File: config.mk
export PLATFORM = sky130hd
export DESIGN_NAME = multi_stage_issue_arbiter
export DESIGN_NICKNAME = d
export VERILOG_FILES = /design/src/rtl/multi_stage_issue_arbiter.sv
export SDC_FILE = /design/constraint.sdc
export NUM_CORES = 1
export LEC_CHECK = 0
export ABC_AREA = 1
export BUFFER_PORTS_ARGS = -buffer_cell sky130_fd_sc_hd__buf_2
export CORE_UTILIZATION = 45
export CTS_CLUSTER_DIAMETER = 150
export DETAILED_ROUTE_END_ITERATION = 16
export PLACE_DENSITY = 0.85
export SYNTH_ARGS = -nofsm -noshare
export SYNTH_HDL_FRONTEND = slang
export SYNTH_SLANG_ARGS = --single-unit
export TNS_END_PERCENT = 30
File: constraint.sdc
create_clock -name clk -period 1.85 [get_ports clk]
set_input_delay 0.37 -clock clk [delete_from_list [all_inputs] [get_ports clk]]
set_output_delay 0.37 -clock clk [all_outputs]
set_load 0.1 [all_outputs]
File: src/rtl/multi_stage_issue_arbiter.sv
// multi_stage_issue_arbiter
// Round-robin issue arbiter in front of the shared pipelined multi-cycle
// arithmetic unit. It grants one strand per cycle, tracks the owner,
// destination and opcode of each op alongside the unit's pipeline, and
// flags the writeback in the cycle the unit's unregistered result is valid.
// Each strand may have only one op in flight. A per-strand flush drops
// that strand's in-flight entries.

module multi_stage_issue_arbiter #(
  parameter int NUM_STRANDS = 4,
  parameter int LATENCY     = 3,
  parameter int OP_WIDTH    = 6,
  localparam int SW         = $clog2(NUM_STRANDS)
) (
  input  logic                            clk,
  input  logic                            reset,
  input  logic [NUM_STRANDS-1:0]          req,
  input  logic [NUM_STRANDS*OP_WIDTH-1:0] req_op,
  input  logic [NUM_STRANDS*5-1:0]        req_dest,
  input  logic [NUM_STRANDS-1:0]          flush,
  output logic [NUM_STRANDS-1:0]          grant,
  output logic [OP_WIDTH-1:0]             issue_op,
  output logic [SW-1:0]                   issue_strand,
  output logic [NUM_STRANDS-1:0]          strand_busy,
  output logic                            wb_valid,
  output logic [SW-1:0]                   wb_strand,
  output logic [4:0]                      wb_dest,
  output logic [OP_WIDTH-1:0]             wb_op
);

  localparam logic [NUM_STRANDS-1:0] ONE_HOT0 = {{(NUM_STRANDS-1){1'b0}}, 1'b1};

  logic [NUM_STRANDS-1:0] elig_s;
  logic [NUM_STRANDS-1:0] grant_s;
  logic [NUM_STRANDS-1:0] wb_clear_s;
  logic [NUM_STRANDS-1:0] busy_r;
  logic [SW-1:0]          ptr_r;
  logic [SW-1:0]          pick_s;
  logic                   found_s;
  logic [OP_WIDTH-1:0]    op_s;
  logic [4:0]             dest_s;

  // Tracking stages; index LATENCY-1 lines up with the unit's result.
  logic                   stg_valid_r  [LATENCY];
  logic [SW-1:0]          stg_strand_r [LATENCY];
  logic [4:0]             stg_dest_r   [LATENCY];
  logic [OP_WIDTH-1:0]    stg_op_r     [LATENCY];

  // Round-robin pick among eligible strands, searching upward from the pointer.
  // Eligibility is also gated by reset, so grant drops as soon as reset asserts.
  always_comb begin
    logic [SW-1:0] idx;
    idx     = {SW{1'b0}};
    elig_s  = req & ~busy_r & ~flush & {NUM_STRANDS{~reset}};
    found_s = 1'b0;
    pick_s  = {SW{1'b0}};
    for (int off = 0; off < NUM_STRANDS; off++) begin
      // The pointer wraps naturally because NUM_STRANDS is a power of two.
      idx = ptr_r + SW'(off);
      if (!found_s && elig_s[idx]) begin
        found_s = 1'b1;
        pick_s  = idx;
      end else begin
        found_s = found_s;
      end
    end
  end

  // Grant vector and the opcode and destination of the selected strand.
  // Opcode and destination are zero when nothing is granted.
  always_comb begin
    if (found_s) begin
      grant_s = ONE_HOT0 << pick_s;
      op_s    = req_op[pick_s*OP_WIDTH +: OP_WIDTH];
      dest_s  = req_dest[pick_s*5 +: 5];
    end else begin
      grant_s = {NUM_STRANDS{1'b0}};
      op_s    = {OP_WIDTH{1'b0}};
      dest_s  = 5'd0;
    end
  end

  // Busy bit of the strand whose result is in writeback this cycle.
  always_comb begin
    if (stg_valid_r[LATENCY-1]) begin
      wb_clear_s = ONE_HOT0 << stg_strand_r[LATENCY-1];
    end else begin
      wb_clear_s = {NUM_STRANDS{1'b0}};
    end
  end

  // Round-robin pointer: moves past the granted strand and holds when idle.
  always_ff @(posedge clk or posedge reset) begin
    if (reset) begin
      ptr_r <= {SW{1'b0}};
    end else if (found_s) begin
      ptr_r <= pick_s + SW'(1);
    end else begin
      ptr_r <= ptr_r;
    end
  end

  // Busy is set by a grant and cleared by writeback or flush.
  // A strand cannot be granted while busy or flushed, so set and clear never
  // apply to the same strand in the same cycle.
  always_ff @(posedge clk or posedge reset) begin
    if (reset) begin
      busy_r <= {NUM_STRANDS{1'b0}};
    end else begin
      busy_r <= (busy_r & ~wb_clear_s & ~flush) | grant_s;
    end
  end

  // Tracking pipeline: it never stalls. A flush kills the owner's entries as
  // they move to the next stage. The last stage is not killed, because its
  // writeback is already visible in the flush cycle.
  always_ff @(posedge clk or posedge reset) begin
    if (reset) begin
      for (int j = 0; j < LATENCY; j++) begin
        stg_valid_r[j]  <= 1'b0;
        stg_strand_r[j] <= {SW{1'b0}};
        stg_dest_r[j]   <= 5'd0;
        stg_op_r[j]     <= {OP_WIDTH{1'b0}};
      end
    end else begin
      stg_valid_r[0]  <= found_s;
      stg_strand_r[0] <= pick_s;
      stg_dest_r[0]   <= dest_s;
      stg_op_r[0]     <= op_s;
      for (int j = 1; j < LATENCY; j++) begin
        stg_valid_r[j]  <= stg_valid_r[j-1] && !flush[stg_strand_r[j-1]];
        stg_strand_r[j] <= stg_strand_r[j-1];
        stg_dest_r[j]   <= stg_dest_r[j-1];
        stg_op_r[j]     <= stg_op_r[j-1];
      end
    end
  end

  assign grant        = grant_s;
  assign issue_op     = op_s;
  assign issue_strand = pick_s;
  assign strand_busy  = busy_r;
  assign wb_valid     = stg_valid_r[LATENCY-1];
  assign wb_strand    = stg_strand_r[LATENCY-1];
  assign wb_dest      = stg_dest_r[LATENCY-1];
  assign wb_op        = stg_op_r[LATENCY-1];

endmodule

==> metrics, run 1 <==
status=finished with violations; violated checks=negative setup slack; Chip Height=74.4 um; GRT Total Usage=0.288; TritonCTS Buffers=5; clk root buf=clkbuf_8; Synth Register Bits=48; Setup crit start kind=flop; Seq/Total Area, Yosys=0.509; Slew Viols, Final=0; # clock sinks=48; routed length per instance=about 18 um; H-tree depth=2; Synth async-reset ratio=1.00; cts hold-fix bufs=0; placed cell areas=between 0.003 and 0.004 sq mm; Final Wtd Congestion=0.841; Fillers=~270; CTS tree=done; worst slew pin tran=between 0.4 and 0.5 ns; DRC viols=0; Synth area leaders=dfrtp_1 51%, nand2_1 12%, nand3_1 9.8%; remaining antenna violation count=0; Tcrit/Tclk final=1.62; CP Buf/Inv Count=4; row cnt=25; grt ovf=0; iteration-0 DRC count of the detailed router=210; # nets final=466; die area=0.00553 sq mm; clk slew on worst S/H paths=about 0.10 ns; max_slew headroom=0.674; PortBufs=83; CTS max path bufs=2; final setup fails=32; largest area contributor in the netlist=dfrtp_1; Post-Layout Cell Count=480; crit path DAT=between 2 and 3 ns; Crit Path Max Fanout=7; Vias=about 2.6k; placed instance count=459; vias in the first global route=between 2k and 2.5k; Netlist cell types=23; M1 wire length=approximately 3.3 mm; clock skew=0.0133 ns; die width=between 70 and 80 um; Syn Inst Count=a little under 300; top_reg_cell synth=dfrtp_1; share of layout cells above drive strength 1=0.559; hold crit path type=in -> async; largest net degree at the start of global routing=45; CP top delay family=simple AND/OR/NAND/NOR gates; area of the multi-input gates=between 0.001 and 0.0015 sq mm; area grow syn2layout=68.5%; Achievable Freq=~330 MHz; Initial DRT Pass Iterations=5; CP cell instances=inv_4 -> nand3_1 -> nand3_1 -> nand2_4 -> nand4_1 -> nand2_2 -> buf_6 -> buf_12 -> nand3_1 -> nand2_2 -> nand2_4 -> a21oi_4 -> buf_12; register area=around 0.0012 sq mm; I/O pins=84; met3 wire length=803 um; Antenna diodes=0; initial antenna violation count=0; syn avg cell area=around 8.1 sq um; WP data required=1.48 ns; Hold Violations, Final=0; crit path kind=reg -> out; final wirelength=about 8.6 mm; Slowest-stage cell, CP=dfrtp_2; Syn. warnings=0; final setup TNS=-21.51 ns; Max Used Layer=met4; routed wl met2=a little over 4 mm; Post-Syn Area=approximately 0.0024 sq mm; final worst slack=-1.15 ns; post-route cell area=0.00398 sq mm; unrepaired setup endpoints after global routing=yes; Yosys top cell area share=0.509; Via density=roughly 5.5; max-cap violations=0; first-pass GRT wire length=11.7 mm; Top cell by count, worst path=nand3_1; CP Capture Type=primary output; Syn Nets=roughly 340; Worst path max stage delay=approximately 0.57 ns; Clock Latency Late Sink=between 0.3 and 0.4 ns; HPWL Detailed=roughly 4.7 mm; Post-synth EDFFs=0; post-route minimum period=roughly 3 ns; core area=just under 0.005 sq mm; starting density of the core=0.483
-- placed cells by master (no fill, tap or decap), types with 9 or more instances in the layout --
cell type	n
nand2_4	11
inv_1	37
buf_2	71
buf_6	9
nand3_1	31
dfrtp_1	42
buf_4	40
nand3_2	14
buf_12	17
nand2_1	43
nor2_1	9
nand2_2	22
-- worst paths after layout --
check / startpoint / cells past startpoint / to / slack (ns)
min in group clk: stg_dest_r[5]$_DFF_PP0_ / 0 / wb_dest[0]$_DFF_PP0_ / 0.35
setup reg to reg: ptr_r[0]$_DFFE_PP0P_ / 13 / stg_op_r[12]$_DFF_PP0_ / -0.62
hold / removal: reset / 3 / strand_busy[0]$_DFF_PP0_ / 0.09
hold reg to reg: stg_dest_r[5]$_DFF_PP0_ / 0 / wb_dest[0]$_DFF_PP0_ / 0.35
setup / recovery: ptr_r[0]$_DFFE_PP0P_ / 13 / issue_op[4] / -1.15
max in group asynchronous: reset / 4 / wb_op[4]$_DFF_PP0_ / 1.30
-- timing repair --
item / CTS / global route
endpoints found under the setup margin: 30 / 31
resized for setup: 47 / 32
pin swaps: 22 / 14
setup buffers: 7 / 4
gates cloned: 1 / 1
-- cells by family after synthesis --
group                  share of synthesized area
XOR/XNOR                                  0.0106
buffers and inverters                      0.147
AND/OR/NAND/NOR                            0.274
flip-flops                                 0.509
AO/OA/AOI/OAI                             0.0589
-- sequential cells by signal, indices dropped and copies added, names as in the netlist --
signal,cells
strand_busy,4
wb_strand,2
stg_valid_r,2
stg_strand_r,4
ptr_r,2
stg_op_r,12
wb_dest,5
wb_op,6
wb_valid,1
stg_dest_r,10
-- area by class of cell --
cell class | instances | share of cell area
Tap cell | 67 | 0.0211
Clock buffer | 6 | 0.0208
Inverter | 44 | 0.0463
Multi-Input combinational cell | 175 | 0.311
Sequential cell | 48 | 0.307
Clock inverter | 2 | 0.00976
Timing Repair Buffer | 138 | 0.284
-- per-layer routing --
metal / track usage / vias to the layer above
li1: - / 1145
met1: 0.368 / 1212
met2: 0.479 / 224
met3: 0.0447 / 55
met4: 0.132 / 0
met5: 0 / -
-- cell usage after synthesis (2+ instances only) --
cell,number
nand2_1,75
dfrtp_1,48
nand3_1,46
inv_1,41
buf_4,17
a21oi_1,15
nor2_1,14
nor3_1,5
o21ai_0,5
buf_2,4
buf_6,3
o31ai_1,3
inv_2,2
nand3_2,2
nand4_1,2
-- per-stage QoR --
stage | setup WS [ns] | hold WS (ns) | util
2_1_floorplan | -0.848 | 0.331 | -
3_3_place_gp | -0.573 | 0.331 | 0.698
3_5_place_dp | -0.664 | 0.335 | 0.698
4_1_cts | -0.868 | 0.0905 | 0.775
5_1_grt | -1.21 | 0.0990 | 0.815
6_report | -1.15 | 0.0875 | 0.815
-- tightest hold or removal path: stages --
cell and delay [ns]:
buf_2 0.13, buf_4 0.14, inv_2 0.12
Power of run 1 is not shown: default switching activity piles up to over one toggle a cycle in this logic, so the estimate is an artifact.
==> run 2: changes to the inputs <==
--- a/config.mk
+++ b/config.mk
@@ -11,6 +11,7 @@
 export CTS_CLUSTER_DIAMETER = 150
 export DETAILED_ROUTE_END_ITERATION = 16
 export PLACE_DENSITY = 0.85
+export SKIP_LAST_GASP = 1
 export SYNTH_ARGS = -nofsm -noshare
 export SYNTH_HDL_FRONTEND = slang
 export SYNTH_SLANG_ARGS = --single-unit
==> run 2 against run 1 <==
- the flow still finishes with violations (negative setup slack)
- routed wire length about the same
- clock skew decreased by 0.0039 ns
- non-clock buffer count unchanged
- hold slack improved by 0.0043 ns
- cell count increased by 0.21%
- largest cell class unchanged
==> metrics, run 2 (synthesis results as in run 1) <==
PortBufs=83; unrepaired setup endpoints after global routing=yes; most common cell after layout, fill and taps aside=buf_2; crit path DAT=between 2 and 3 ns; Setup crit start kind=flop; Achievable Freq=roughly 340 MHz; Worst path depth=12; row cnt=25; Hold Violations, Final=0; violated checks=negative setup slack; Top Usage Layer GRT=met2; CTS tree=done; crit path kind=reg -> out; final worst slack=-1.13 ns; cts hold-fix bufs=0; Slew Viols, Final=0; final setup TNS=-19.84 ns; GR Layer Usage met3=0.0393; Final Wtd Congestion=0.841; Slowest-stage cell, CP=dfrtp_4; DRC viols=0; pre-CTS setup slack=-0.664 ns; clk root buf=clkbuf_8; Biggest register=stg_op_r; HPWL Detailed=~4.7 mm; die area=~0.0055 sq mm; vias in the first global route=around 2.4k; clk slew on worst S/H paths=around 0.090 ns; setup slack, reg-to-reg=-0.53 ns; hold crit path type=in -> async; clock skew=0.00937 ns; core area=a little under 0.005 sq mm; Worst path max stage delay=between 0.5 and 0.6 ns; worst slew pin tran=0.490 ns; worst reg2reg endpoint=stg_dest_r[14]$_DFF_PP0_; die width=approximately 74 um; max reg flops=12; Chip Height=74.4 um; post-route minimum period=between 2 and 3 ns; CP endpoint=issue_op[1]; iteration-0 DRC count of the detailed router=approximately 230; CP Buf/Inv Count=3; CP cell instances=xor2_4 -> nand3_2 -> nand2_4 -> buf_4 -> a21oi_4 -> nand2_4 -> buf_12 -> nand3_1 -> nand2_2 -> nand2_4 -> a21oi_4 -> buf_12; CP top delay family=simple AND/OR/NAND/NOR gates; max_slew headroom=0.676; H-tree depth=2; I/O pins=84; GRT Total Usage=0.282; leading cell types in the layout, fill and taps excluded=71 x buf_2, 47 x nand2_1, 43 x buf_4, 42 x dfrtp_1, 38 x inv_1; final wirelength=around 8.5 mm; remaining antenna violation count=0; R2R cell count=14; RR Startpoint=ptr_r[0]$_DFFE_PP0P_; routed length per instance=17.8 um; share of layout cells above drive strength 1=0.542; largest net degree at the start of global routing=45; starting density of the core=0.483; grt ovf=0; # clock sinks=48; met2 usage=0.469; Crit Path Max Fanout=15; Tcrit/Tclk final=1.61; initial antenna violation count=0; area grow syn2layout=68.4%; Vias=about 2.6k; TritonCTS Buffers=5; met1 GRT Util=0.373; Initial DRT Pass Iterations=5; status=finished with violations; max-cap violations=0; CP Launch Point=ptr_r[0]$_DFFE_PP0P_; first-pass GRT wire length=11.5 mm; Clock Latency Late Sink=0.30 ns; final setup fails=32; Via density=around 5.4; Top cell by count, worst path=nand2_4; CP Capture Type=primary output; WP data required=between 1 and 1.5 ns; CTS max path bufs=2; # nets final=466
[run 2: cell types whose count changed in the layout (fill, tap and decap cells not counted), sizes merged]
cell    previous run  this run
clkinv             2         3
inv               41        40
diode              0         1
[run 2: area by class of cell]
class                      count  area, sq um
inverter                      44          186
multi-input combinational    175         1230
antenna                        1         2.50
timing repair buffer         138         1130
clock buffer                   6         82.6
fill                         254          908
tap                           67         83.8
sequential                    48         1220
clock inverter                 2         38.8
[run 2: layer usage]
metal	up-vias	routed length, um
met4	0	378
met1	1231	3300
met3	35	691
met5	-	0
li1	1152	-
met2	195	4170
[run 2: timing repair]
action,in CTS,in global routing
setup buffers,7,4
pin swaps,20,16
gates resized for setup,36,35
endpoints found under the setup margin,30,30
cloned,1,1
[run 2: worst min path at each step]
stage | slack, ns | startpoint | end
2_1_floorplan | 0.33 | stg_dest_r[10]$_DFF_PP0_ | stg_dest_r[5]$_DFF_PP0_
3_3_place_gp | 0.33 | stg_op_r[16]$_DFF_PP0_ | stg_op_r[10]$_DFF_PP0_
3_5_place_dp | 0.33 | stg_op_r[16]$_DFF_PP0_ | stg_op_r[10]$_DFF_PP0_
4_1_cts | 0.09 | reset | strand_busy[0]$_DFF_PP0_
5_1_grt | 0.10 | reset | strand_busy[0]$_DFF_PP0_
6_report | 0.09 | reset | strand_busy[0]$_DFF_PP0_
[run 2: worst register-to-register path, delay by kind of cell (launching register included)]
family          cells  cell delay, ns
buf+inv             3            0.45
simple gates        9            0.80
flops               1            0.56
compound gates      2            0.45
[run 2: through the flow]
step / hold slack, ns / utilization / area (sq um) / std cells
4_1_cts: 0.0905 / 0.768 / 3750 / 475
6_report: 0.0918 / 0.814 / 3970 / 481
2_1_floorplan: 0.331 / - / 2530 / 290
3_3_place_gp: 0.331 / 0.698 / 3400 / 459
5_1_grt: 0.102 / 0.813 / 3970 / 480
3_5_place_dp: 0.335 / 0.698 / 3400 / 459
Power of run 2 is left out for the same reason.
==> run 3: changes to the inputs <==
--- a/config.mk
+++ b/config.mk
@@ -6,10 +6,12 @@
 export NUM_CORES = 1
 export LEC_CHECK = 0
 export ABC_AREA = 1
+export ABC_CLOCK_PERIOD_IN_PS = 1850
 export BUFFER_PORTS_ARGS = -buffer_cell sky130_fd_sc_hd__buf_2
 export CORE_UTILIZATION = 45
 export CTS_CLUSTER_DIAMETER = 150
 export DETAILED_ROUTE_END_ITERATION = 16
+export MAX_ROUTING_LAYER = met4
 export PLACE_DENSITY = 0.85
 export SKIP_LAST_GASP = 1
 export SYNTH_ARGS = -nofsm -noshare
==> run 3 against run 2 <==
- clock skew shrank 0.0016 ns
- setup slack gained 0.047 ns
- largest cell class is now flip-flops and latches
- critical path type unchanged
- non-clock buffer count up 1
- maximum frequency increased by 1.6%
- the flow still finishes with violations (negative setup slack)
- critical path depth is 1 lower
- utilization down 0.49 points
- sequential cell count stayed put
- hold slack improved by 0.017 ns
- critical endpoint is now issue_op[3]
==> metrics, run 3 (synthesis results as in run 1) <==
most common cell after layout, fill and taps aside=buf_2; Via density=~5.3; clk root buf=clkbuf_8; met2 usage=0.464; clock skew=about 0.0078 ns; post-route minimum period=2.93 ns; vias in the first global route=approximately 2.4k; CP Capture Type=primary output; GR Layer Usage met3=0.0366; placed instance count=~460; Setup crit start kind=flop; post-route cell area=0.00395 sq mm; # nets final=467; Initial DRT Pass Iterations=4; final wirelength=about 8.0 mm; remaining antenna violation count=0; iteration-0 DRC count of the detailed router=between 200 and 250; DRC viols=0; final setup fails=32; largest net degree at the start of global routing=45; row cnt=25; pre-CTS setup slack=-0.664 ns; I/O pins=84; share of layout cells above drive strength 1=0.541; Final Wtd Congestion=between 0.8 and 0.9; CP cell instances=xor2_4 -> nand3_2 -> nand2_4 -> nand4_1 -> nor2_1 -> nor2_4 -> clkinv_2 -> buf_12 -> nand2_4 -> a21oi_4 -> buf_12; Hold Violations, Final=0; met1 GRT Util=0.370; status=finished with violations; Biggest register=stg_op_r; leading cell types in the layout, fill and taps excluded=71 x buf_2, 48 x nand2_1, 45 x buf_4, 42 x dfrtp_1, 38 x inv_1; CP Buf/Inv Count=3; Tcrit/Tclk final=1.58; worst slew pin tran=a little under 0.5 ns; die width=74.4 um; area grow syn2layout=67.4%; Clock Latency Late Sink=around 0.29 ns; Top Usage Layer GRT=met2; Slowest-stage cell, CP=dfrtp_2; violated checks=negative setup slack; crit path kind=reg -> out; TritonCTS Buffers=5; CP top delay family=simple AND/OR/NAND/NOR gates; core area=~0.005 sq mm; hold slack=roughly 0.11 ns; first-pass GRT wire length=about 11 mm; Achievable Freq=341 MHz; die area=between 0.005 and 0.006 sq mm; Crit Path Max Fanout=8; Worst path max stage delay=between 0.5 and 0.6 ns; starting density of the core=0.483; PortBufs=83; WP data required=~1.5 ns; # clock sinks=48; Vias=2537; GRT Total Usage=0.290; CTS max path bufs=2; crit path DAT=2.56 ns; Slew Viols, Final=0; unrepaired setup endpoints after global routing=yes; hold crit path type=in -> async; Chip Height=74.4 um; CTS tree=done; H-tree depth=2; final worst slack=-1.08 ns; grt ovf=0; clk slew on worst S/H paths=roughly 0.09 ns; routed length per instance=16.7 um; max-cap violations=0; cts hold-fix bufs=0; max reg flops=12; max_slew headroom=0.673; Post-Layout Cell Count=roughly 480; HPWL Detailed=4.67 mm; initial antenna violation count=0; placed cell areas=roughly 0.0034 sq mm
-- run 3: cell types whose count changed in the layout (fill, tap and decap cells not counted), sizes merged --
cell and delta:
buf +1, clkinv -1, inv +1
-- run 3: per-stage QoR --
step	util	setup TNS [ns]
finish	0.809	-19.32
floorplan	-	-13.50
detailed placement	0.698	-11.63
global placement	0.698	-9.14
CTS	0.768	-13.30
global route	0.808	-22.56
-- run 3: layout make-up --
type                    instances  area (sq um)
flip-flops and latches         48          1220
multi-input cells             175          1210
repair buffers                139          1130
fillers                       262           932
inverters                      44           184
well taps                      67          83.8
clock buffers                   6          82.6
clock inverters                 2          38.8
diodes                          1          2.50
-- run 3: worst paths after layout --
kind,slack (ns),endpoint,depth (start not counted),start
min in group clk,0.35,wb_dest[3]$_DFF_PP0_,0,stg_dest_r[8]$_DFF_PP0_
worst max-delay path,-1.08,issue_op[3],11,ptr_r[0]$_DFFE_PP0P_
max in group asynchronous,1.29,ptr_r[1]$_DFFE_PP0P_,4,reset
worst max register to register,-0.50,stg_op_r[15]$_DFF_PP0_,13,ptr_r[0]$_DFFE_PP0P_
worst min-delay path,0.11,strand_busy[0]$_DFF_PP0_,3,reset
worst min register to register,0.35,wb_dest[3]$_DFF_PP0_,0,stg_dest_r[8]$_DFF_PP0_
-- run 3: repair_timing --
item / in CTS / in global routing
setup endpoints to repair: 30 / 30
resized for setup: 36 / 28
gates cloned: 1 / 1
pin swaps: 20 / 16
buffers inserted: 7 / 5
endpoints found under the hold margin: 0 / 0
-- run 3: worst register-to-register path: cells and delay by family (launching register included) --
kind	cells	cell delay [ns]
buffers and inverters	6	0.82
and+or+nand+nor	6	0.82
DFF	1	0.58
AOI/OAI and AO/OA	1	0.06
-- run 3: per-layer routing --
metal	vias up	share of wire
li1	1150	-
met1	1197	0.40
met2	157	0.49
met3	33	0.073
met4	0	0.044
met5	-	0
Power of run 3 is left out for the same reason.
